## config.mk

```make
export PLATFORM = sky130hd
export DESIGN_NAME = alu_seq_w_flat
export DESIGN_NICKNAME = d
export VERILOG_FILES = /design/src/rtl/alu_seq_pkg.sv /design/src/rtl/alu_seq_w_if.sv /design/src/rtl/alu_iter_core.sv /design/src/rtl/alu_seq_w.sv /design/src/flat_wrapper.sv
export SDC_FILE = /design/constraint.sdc
export NUM_CORES = 1
export LEC_CHECK = 0
export ABC_AREA = 1
export CORE_MARGIN = 2
export CORE_UTILIZATION = 30
export DETAILED_ROUTE_END_ITERATION = 7
export REMOVE_ABC_BUFFERS = 1
export SLEW_MARGIN = 40
export SYNTH_ARGS = -nofsm -noshare
export SYNTH_HDL_FRONTEND = slang
export SYNTH_SLANG_ARGS = --single-unit
export TNS_END_PERCENT = 1
```

## constraint.sdc

```tcl
create_clock -name clk -period 4.21 [get_ports clk]
set_input_delay 0.6315 -clock clk [delete_from_list [all_inputs] [get_ports clk]]
set_output_delay 0.6315 -clock clk [all_outputs]
set_load 0.05 [all_outputs]
```

## src/rtl/alu_seq_pkg.sv

```systemverilog
// Shared definitions for the sequential ALU: op codes, FSM state encoding and
// the per-op EXEC cycle count.
package alu_seq_pkg;

   localparam logic [1:0] OP_ADD = 2'b00;
   localparam logic [1:0] OP_SUB = 2'b01;
   localparam logic [1:0] OP_MUL = 2'b10;
   localparam logic [1:0] OP_DIV = 2'b11;

   typedef enum logic [2:0] {
      StIdle,
      StLoadA,
      StLoadB,
      StExec,
      StOutHi,
      StOutLo
   } state_t;

   // DIV spends one extra cycle correcting a negative remainder.
   function automatic int unsigned exec_cycles(logic [1:0] op, int unsigned width);
      unique case (op)
         OP_MUL:  return width;
         OP_DIV:  return width + 1;
         default: return 1;
      endcase
   endfunction

endpackage

```

## src/rtl/alu_seq_w_if.sv

```systemverilog
// Operand/result bus between the sequencing driver (master) and the ALU (slave).
interface alu_seq_w_if #(
   parameter int unsigned WIDTH = 8
);
   logic             BEGIN;
   logic [1:0]       op_code;
   logic [WIDTH-1:0] inbus;
   logic [WIDTH-1:0] outbus;
   logic             out_valid;
   logic             END;
   logic             busy;
   logic             overflow;
   logic             div_zero;

   modport master (
      output BEGIN, op_code, inbus,
      input  outbus, out_valid, END, busy, overflow, div_zero
   );

   modport slave (
      input  BEGIN, op_code, inbus,
      output outbus, out_valid, END, busy, overflow, div_zero
   );
endinterface

```

## src/rtl/alu_iter_core.sv

```systemverilog
// Iterative MUL/DIV datapath: shift-add (or Booth when ALU_SIGNED_MUL_EN is
// defined) multiply and non-restoring unsigned divide sharing one register pair.
module alu_iter_core #(
   parameter int unsigned WIDTH = 8,
   parameter int unsigned CNT_W = 4
) (
   input  logic             clk_i,
   input  logic             rst_ni,
   input  logic             init_i,
   input  logic             step_i,
   input  logic             is_div_i,
   input  logic [WIDTH-1:0] a_i,
   input  logic [WIDTH-1:0] b_i,
   output logic [WIDTH-1:0] hi_o,
   output logic [WIDTH-1:0] lo_o,
   output logic [CNT_W-1:0] cnt_o
);

   // acc holds the partial remainder (signed, W+2 bits) for DIV; for MUL the
   // low W bits are the upper product half and the MSB carries the Booth bit.
   logic [WIDTH+1:0] acc_q, acc_d;
   logic [WIDTH-1:0] lo_q, lo_d;
   logic [CNT_W-1:0] cnt_q, cnt_d;
   logic [WIDTH:0]   mul_t;
   logic [WIDTH+1:0] b_ext, div_sh, div_r;

   always_comb begin
      b_ext = {2'b00, b_i};
`ifdef ALU_SIGNED_MUL_EN
      unique case ({lo_q[0], acc_q[WIDTH+1]})
         2'b01:   mul_t = {acc_q[WIDTH-1], acc_q[WIDTH-1:0]} + {b_i[WIDTH-1], b_i};
         2'b10:   mul_t = {acc_q[WIDTH-1], acc_q[WIDTH-1:0]} - {b_i[WIDTH-1], b_i};
         default: mul_t = {acc_q[WIDTH-1], acc_q[WIDTH-1:0]};
      endcase
`else
      mul_t = {1'b0, acc_q[WIDTH-1:0]} + (lo_q[0] ? {1'b0, b_i} : '0);
`endif
      div_sh = {acc_q[WIDTH:0], lo_q[WIDTH-1]};
      div_r  = acc_q[WIDTH+1] ? div_sh + b_ext : div_sh - b_ext;

      acc_d = acc_q;
      lo_d  = lo_q;
      cnt_d = cnt_q;
      if (init_i) begin
         acc_d = '0;
         lo_d  = a_i;
         cnt_d = '0;
      end else if (step_i) begin
         cnt_d = cnt_q + CNT_W'(1);
         if (!is_div_i) begin
            acc_d = {lo_q[0], 1'b0, mul_t[WIDTH:1]};
            lo_d  = {mul_t[0], lo_q[WIDTH-1:1]};
         end else if (cnt_q == CNT_W'(WIDTH)) begin
            if (acc_q[WIDTH+1]) acc_d = acc_q + b_ext;
         end else begin
            acc_d = div_r;
            lo_d  = {lo_q[WIDTH-2:0], ~div_r[WIDTH+1]};
         end
      end
   end

   always_ff @(posedge clk_i) begin
      if (!rst_ni) begin
         acc_q <= '0;
         lo_q  <= '0;
         cnt_q <= '0;
      end else begin
         acc_q <= acc_d;
         lo_q  <= lo_d;
         cnt_q <= cnt_d;
      end
   end

   assign hi_o  = acc_q[WIDTH-1:0];
   assign lo_o  = lo_q;
   assign cnt_o = cnt_q;

endmodule

```

## src/rtl/alu_seq_w.sv

```systemverilog
// Multi-cycle ADD/SUB/MUL/DIV engine with BEGIN/END handshake and a serial
// operand bus. ALU_SIGNED_MUL_EN selects signed (Booth) multiplication.
module alu_seq_w
   import alu_seq_pkg::*;
#(
   parameter  int unsigned WIDTH = 8,
   localparam int unsigned CNT_W = $clog2(WIDTH) + 1
) (
   input  logic        clk,
   input  logic        reset,
   alu_seq_w_if.slave  bus
);

   state_t           state_q;
   logic [1:0]       op_q;
   logic [WIDTH-1:0] a_q, b_q, res_hi_q, res_lo_q;
   logic             valid_q, end_q, busy_q, ovf_q, dz_q;

   logic [WIDTH:0]   sum_w;
   logic             ovf_w;
   logic [WIDTH-1:0] core_hi, core_lo;
   logic [CNT_W-1:0] core_cnt;
   logic             exec_last, from_core;

   alu_iter_core #(
      .WIDTH (WIDTH),
      .CNT_W (CNT_W)
   ) u_core (
      .clk_i    (clk),
      .rst_ni   (reset),
      .init_i   (state_q == StLoadB),
      .step_i   ((state_q == StExec) && op_q[1]),
      .is_div_i (op_q == OP_DIV),
      .a_i      (a_q),
      .b_i      (b_q),
      .hi_o     (core_hi),
      .lo_o     (core_lo),
      .cnt_o    (core_cnt)
   );

   always_comb begin
      sum_w = '0;
      ovf_w = 1'b0;
      if (op_q == OP_SUB) begin
         sum_w = {1'b0, a_q} - {1'b0, b_q};
         ovf_w = (a_q[WIDTH-1] != b_q[WIDTH-1]) && (sum_w[WIDTH-1] != a_q[WIDTH-1]);
      end else begin
         sum_w = {1'b0, a_q} + {1'b0, b_q};
         ovf_w = (a_q[WIDTH-1] == b_q[WIDTH-1]) && (sum_w[WIDTH-1] != a_q[WIDTH-1]);
      end
   end

   assign exec_last = core_cnt == CNT_W'(exec_cycles(op_q, WIDTH) - 1);
   // Divide-by-zero bypasses the core, so its result lives in res_*_q.
   assign from_core = op_q[1] && !dz_q;

   always_ff @(posedge clk) begin
      if (!reset) begin
         state_q  <= StIdle;
         op_q     <= '0;
         a_q      <= '0;
         b_q      <= '0;
         res_hi_q <= '0;
         res_lo_q <= '0;
         valid_q  <= 1'b0;
         end_q    <= 1'b0;
         busy_q   <= 1'b0;
         ovf_q    <= 1'b0;
         dz_q     <= 1'b0;
      end else begin
         unique case (state_q)
            StIdle: begin
               if (bus.BEGIN) begin
                  op_q    <= bus.op_code;
                  ovf_q   <= 1'b0;
                  dz_q    <= 1'b0;
                  busy_q  <= 1'b1;
                  state_q <= StLoadA;
               end
            end
            StLoadA: begin
               a_q     <= bus.inbus;
               state_q <= StLoadB;
            end
            StLoadB: begin
               b_q <= bus.inbus;
               if ((op_q == OP_DIV) && (bus.inbus == '0)) begin
                  dz_q     <= 1'b1;
                  res_hi_q <= a_q;
                  res_lo_q <= '1;
                  valid_q  <= 1'b1;
                  state_q  <= StOutHi;
               end else begin
                  state_q  <= StExec;
               end
            end
            StExec: begin
               if (!op_q[1]) begin
                  res_hi_q <= {{(WIDTH-1){1'b0}}, sum_w[WIDTH]};
                  res_lo_q <= sum_w[WIDTH-1:0];
                  ovf_q    <= ovf_w;
               end
               if (exec_last) begin
                  valid_q <= 1'b1;
                  state_q <= StOutHi;
               end
            end
            StOutHi: begin
               end_q   <= 1'b1;
               state_q <= StOutLo;
            end
            StOutLo: begin
               valid_q <= 1'b0;
               end_q   <= 1'b0;
               busy_q  <= 1'b0;
               state_q <= StIdle;
            end
            default: state_q <= StIdle;
         endcase
      end
   end

   always_comb begin
      bus.outbus = '0;
      if (state_q == StOutHi) bus.outbus = from_core ? core_hi : res_hi_q;
      else if (state_q == StOutLo) bus.outbus = from_core ? core_lo : res_lo_q;
   end

   assign bus.out_valid = valid_q;
   assign bus.END       = end_q;
   assign bus.busy      = busy_q;
   assign bus.overflow  = ovf_q;
   assign bus.div_zero  = dz_q;

endmodule

```

## src/flat_wrapper.sv

```systemverilog
// flat-port wrapper written by rule: the top's interface ports become plain ports
module alu_seq_w_flat import alu_seq_pkg::*;
#(
   parameter  int unsigned WIDTH = 8,
   localparam int unsigned CNT_W = $clog2(WIDTH) + 1
)
  (clk, reset, bus_BEGIN, bus_op_code, bus_inbus, bus_outbus, bus_out_valid, bus_END, bus_busy, bus_overflow, bus_div_zero);
  alu_seq_w_if #(.WIDTH(WIDTH)) bus_i ();
  input  logic clk;
  input  logic reset;
  input wire logic [$bits(bus_i.BEGIN)-1:0] bus_BEGIN;
  input wire logic [$bits(bus_i.op_code)-1:0] bus_op_code;
  input wire logic [$bits(bus_i.inbus)-1:0] bus_inbus;
  output wire logic [$bits(bus_i.outbus)-1:0] bus_outbus;
  output wire logic [$bits(bus_i.out_valid)-1:0] bus_out_valid;
  output wire logic [$bits(bus_i.END)-1:0] bus_END;
  output wire logic [$bits(bus_i.busy)-1:0] bus_busy;
  output wire logic [$bits(bus_i.overflow)-1:0] bus_overflow;
  output wire logic [$bits(bus_i.div_zero)-1:0] bus_div_zero;
  assign bus_i.BEGIN = bus_BEGIN;
  assign bus_i.op_code = bus_op_code;
  assign bus_i.inbus = bus_inbus;
  assign bus_outbus = bus_i.outbus;
  assign bus_out_valid = bus_i.out_valid;
  assign bus_END = bus_i.END;
  assign bus_busy = bus_i.busy;
  assign bus_overflow = bus_i.overflow;
  assign bus_div_zero = bus_i.div_zero;
  alu_seq_w #(.WIDTH(WIDTH)) u_core (.clk(clk), .reset(reset), .bus(bus_i));
endmodule
```

==> results.cfg <==
[die]
dieArea_mm2 = 0.0186
die_x_um = 136
io_pins = 26
initial_core_util_pct = 30.5
rows = 48
die_h_um = 136
core_mm2 = 0.0172

[critical_path]
cp.depth = 6
r2r_start = u_core.b_q[1]
crit_family = buffers and inverters
critPathMaxStageDelay_ps = 730
cp-startpoint = u_core.op_q[1]
critPathCaptureType = output pin
crit_slowest_cell = clkdlybuf4s50_1
arrival_ps = 2840
crit_top_cell = inv_1
worst_setup_path_start_kind = flop
critPathMaxFanout = 17
crit_chain = inv_1, nor2_2, inv_1, nor2_1, o32ai_1, clkdlybuf4s50_1
path_buf_inv = 3
critPathKind = flop to output pin
reg2reg_depth = 20
required_ps = 3580

[clock_tree]
cts_buffers = 9
cts.repair.resized = 0
postCtsHoldBufs = 0
post-cts-setup-buffers = 0
clockBufferDepth = 2
clkLatencyLatePin_ps = 340
cts_root_buffer = clkbuf_16
cts_tree = done
htreeDepth = 3
clock-sinks = 64
cts.clk_slew.worst_paths_ps = 60

[power_and_ir_drop]
p_per_area_mw_per_mm2 = 430
swShare_pct = 43.5
finalPower_w = 0.00257
power.share.sequential_pct = 30.6
intPower_w = 0.00145
pwr-share-comb_pct = 41.5
p_clk_share_pct = 27.9
ir_worst_vdd_v = 0.000254
p_sw_w = 0.00112
p_leak_nw = 2.78

[placed_design]
io_buffer_count = 25
dp_cells = 1032
gp_congestion = 0.923
place_hpwl_um = 12900

[cells_and_area]
seq_area_mm2 = 0.00128
layout-drive-gt1-share_pct = 6.08
final_common_cell = nand2_1
syn_to_final_growth_pct = 13.5
final_core_util_pct = 34.7
final_cells = 1048
final_cell_mix = nand2_1 (168), inv_1 (101), a21oi_1 (92)
num_antenna_cells = 0
nFillCells = 1851
nets = 880
multi_input_area_mm2 = 0.00343

[min_path]
worstHoldPathCells = 2
hold_start = u_core.bus.out_valid
hold_class = flop to flop

[synthesis]
synth_edf_count = 0
synthFlopType = dfxtp_1
ys_warn_count = 0
synthesis.area_mm2 = 0.00526
syn_inst = 800
ys_ff_latch = 64
ys_types = 47
avgSynthCellArea_um2 = 6.58
synthArstFlopShare_pct = 0
yosysSeqAreaShare_pct = 24.3

[sta]
fin_tns_setup_ps = 0
finalSetupViolCount = 0
slew_headroom_pct = 52.9
period_share_pct = 82.6
final_max_slew_viol_count = 0
tightest_slew_ps = 705
max_freq_mhz = 288
min_period_ps = 3480
final_hold_viol_count = 0
fin_skew_ps = 11.1
rsz0062_at_grt = false

[global_routing]
grt_pass1_vias = 4777
grt_overflow_total = 0
grt_pass1_wl_um = 25900
grt_max_degree = 32
grt_util_all_layers_pct = 18.2
antenna_found_initial = 0

[routing]
first_pass_iters = 5
num_vias = 5377
wl_per_cell_um = 15.7
drc = 0
drt-vias-per-instance = 5.13
route.antenna.remaining_nets = 0
drt_iter0_markers = 542
drt-total-wl_um = 16400

[run_status]
status = finished, final reports clean

[job]
maxCapViolCount = 0
==> final cells by class <==
type | count | area share (%)
Timing Repair Buffer | 27 | 4.44
Tap cell | 225 | 4.71
Sequential cell | 64 | 21.4
Clock buffer | 10 | 4.00
Clock inverter | 6 | 0.712
Inverter | 113 | 7.18
Multi-Input combinational cell | 603 | 57.5
==> layer usage <==
| metal | wire [µm] | vias to the layer above | global-route usage, % |
|---|---|---|---|
| li1 | - | 2702 | - |
| met1 | 7640 | 2452 | 25.2 |
| met2 | 7410 | 195 | 28.8 |
| met3 | 943 | 28 | 2.57 |
| met4 | 441 | 0 | 6.42 |
| met5 | 0 | - | 0 |
==> stage by stage <==
step | cell area [µm²] | setup WS [ps] | hold WS [ps]
3_5_place_dp | 5690 | 1130 | 458
6_report | 5970 | 734 | 462
4_1_cts | 5970 | 759 | 465
2_1_floorplan | 5140 | 1130 | 441
5_1_grt | 5970 | 546 | 473
3_3_place_gp | 5690 | 1200 | 450
==> kinds of logic (layout without fill, tap and decap cells) <==
| logic type | Yosys count | count (layout) | synth area share [%] |
|---|---|---|---|
| simple gates | 330 | 330 | 28.0 |
| buf+inv | 133 | 156 | 10.4 |
| fa+ha+maj | 49 | 49 | 12.4 |
| compound gates | 209 | 209 | 22.4 |
| xor+xnor | 15 | 15 | 2.50 |
| flops | 64 | 64 | 24.3 |
==> power by group through the flow <==
| stage | Combinational, W | Clock [W] | Sequential (W) |
|---|---|---|---|
| after floorplan | 0.000773 | 0 | 0.000768 |
| after global placement | 0.00105 | 0 | 0.000797 |
| after detailed placement | 0.00104 | 0 | 0.000797 |
| after CTS | 0.00105 | 0.000724 | 0.000784 |
| after global routing | 0.00120 | 0.000750 | 0.000794 |
| final | 0.00107 | 0.000717 | 0.000786 |
==> tightest hold or removal path, cell delays in order (launching register included) <==
cell	delay, ps
dfxtp_1	310
inv_1	40
a211oi_1	60
==> synth_stat cells, types with 5 or more instances <==
library cell	instances	area share (%)
inv_2	9	0.64
nand3b_1	6	0.86
xor2_1	13	2.2
nand3_1	50	4.8
nand4_1	10	1.2
ha_1	44	10
nor2_1	72	5.1
clkbuf_1	10	0.71
o32ai_1	8	1.3
o211ai_1	13	1.9
nor3_1	6	0.57
fa_1	5	1.9
o21ai_0	69	6.6
dfxtp_1	64	24
inv_1	101	7.2
nand2_1	168	12
a21oi_1	92	8.7
buf_2	5	0.48
==> registers in the layout, summed over array words and instances (netlist names) <==
signal and count:
u_core.bus.overflow 1, u_core.b_q 8, u_core.res_lo_q 8, u_core.bus.busy 1, u_core.state_q 3, u_core.op_q 2, u_core.u_core.lo_o 8, u_core.a_q 8
u_core.res_hi_q 8, u_core.bus.END 1, u_core.bus.out_valid 1, u_core.bus.div_zero 1, u_core.u_core.acc_q 10, u_core.u_core.cnt_o 4
==> path summary, 6_finish.rpt <==
check | end | slack [ps]
worst max-delay path | bus_outbus[2] | 730
worst min-delay path | u_core.bus.out_valid | 460
worst max register to register | u_core.u_core.acc_q[9] | 1310
worst min register to register | u_core.bus.out_valid | 460
Power figures use the tool's default switching activity.
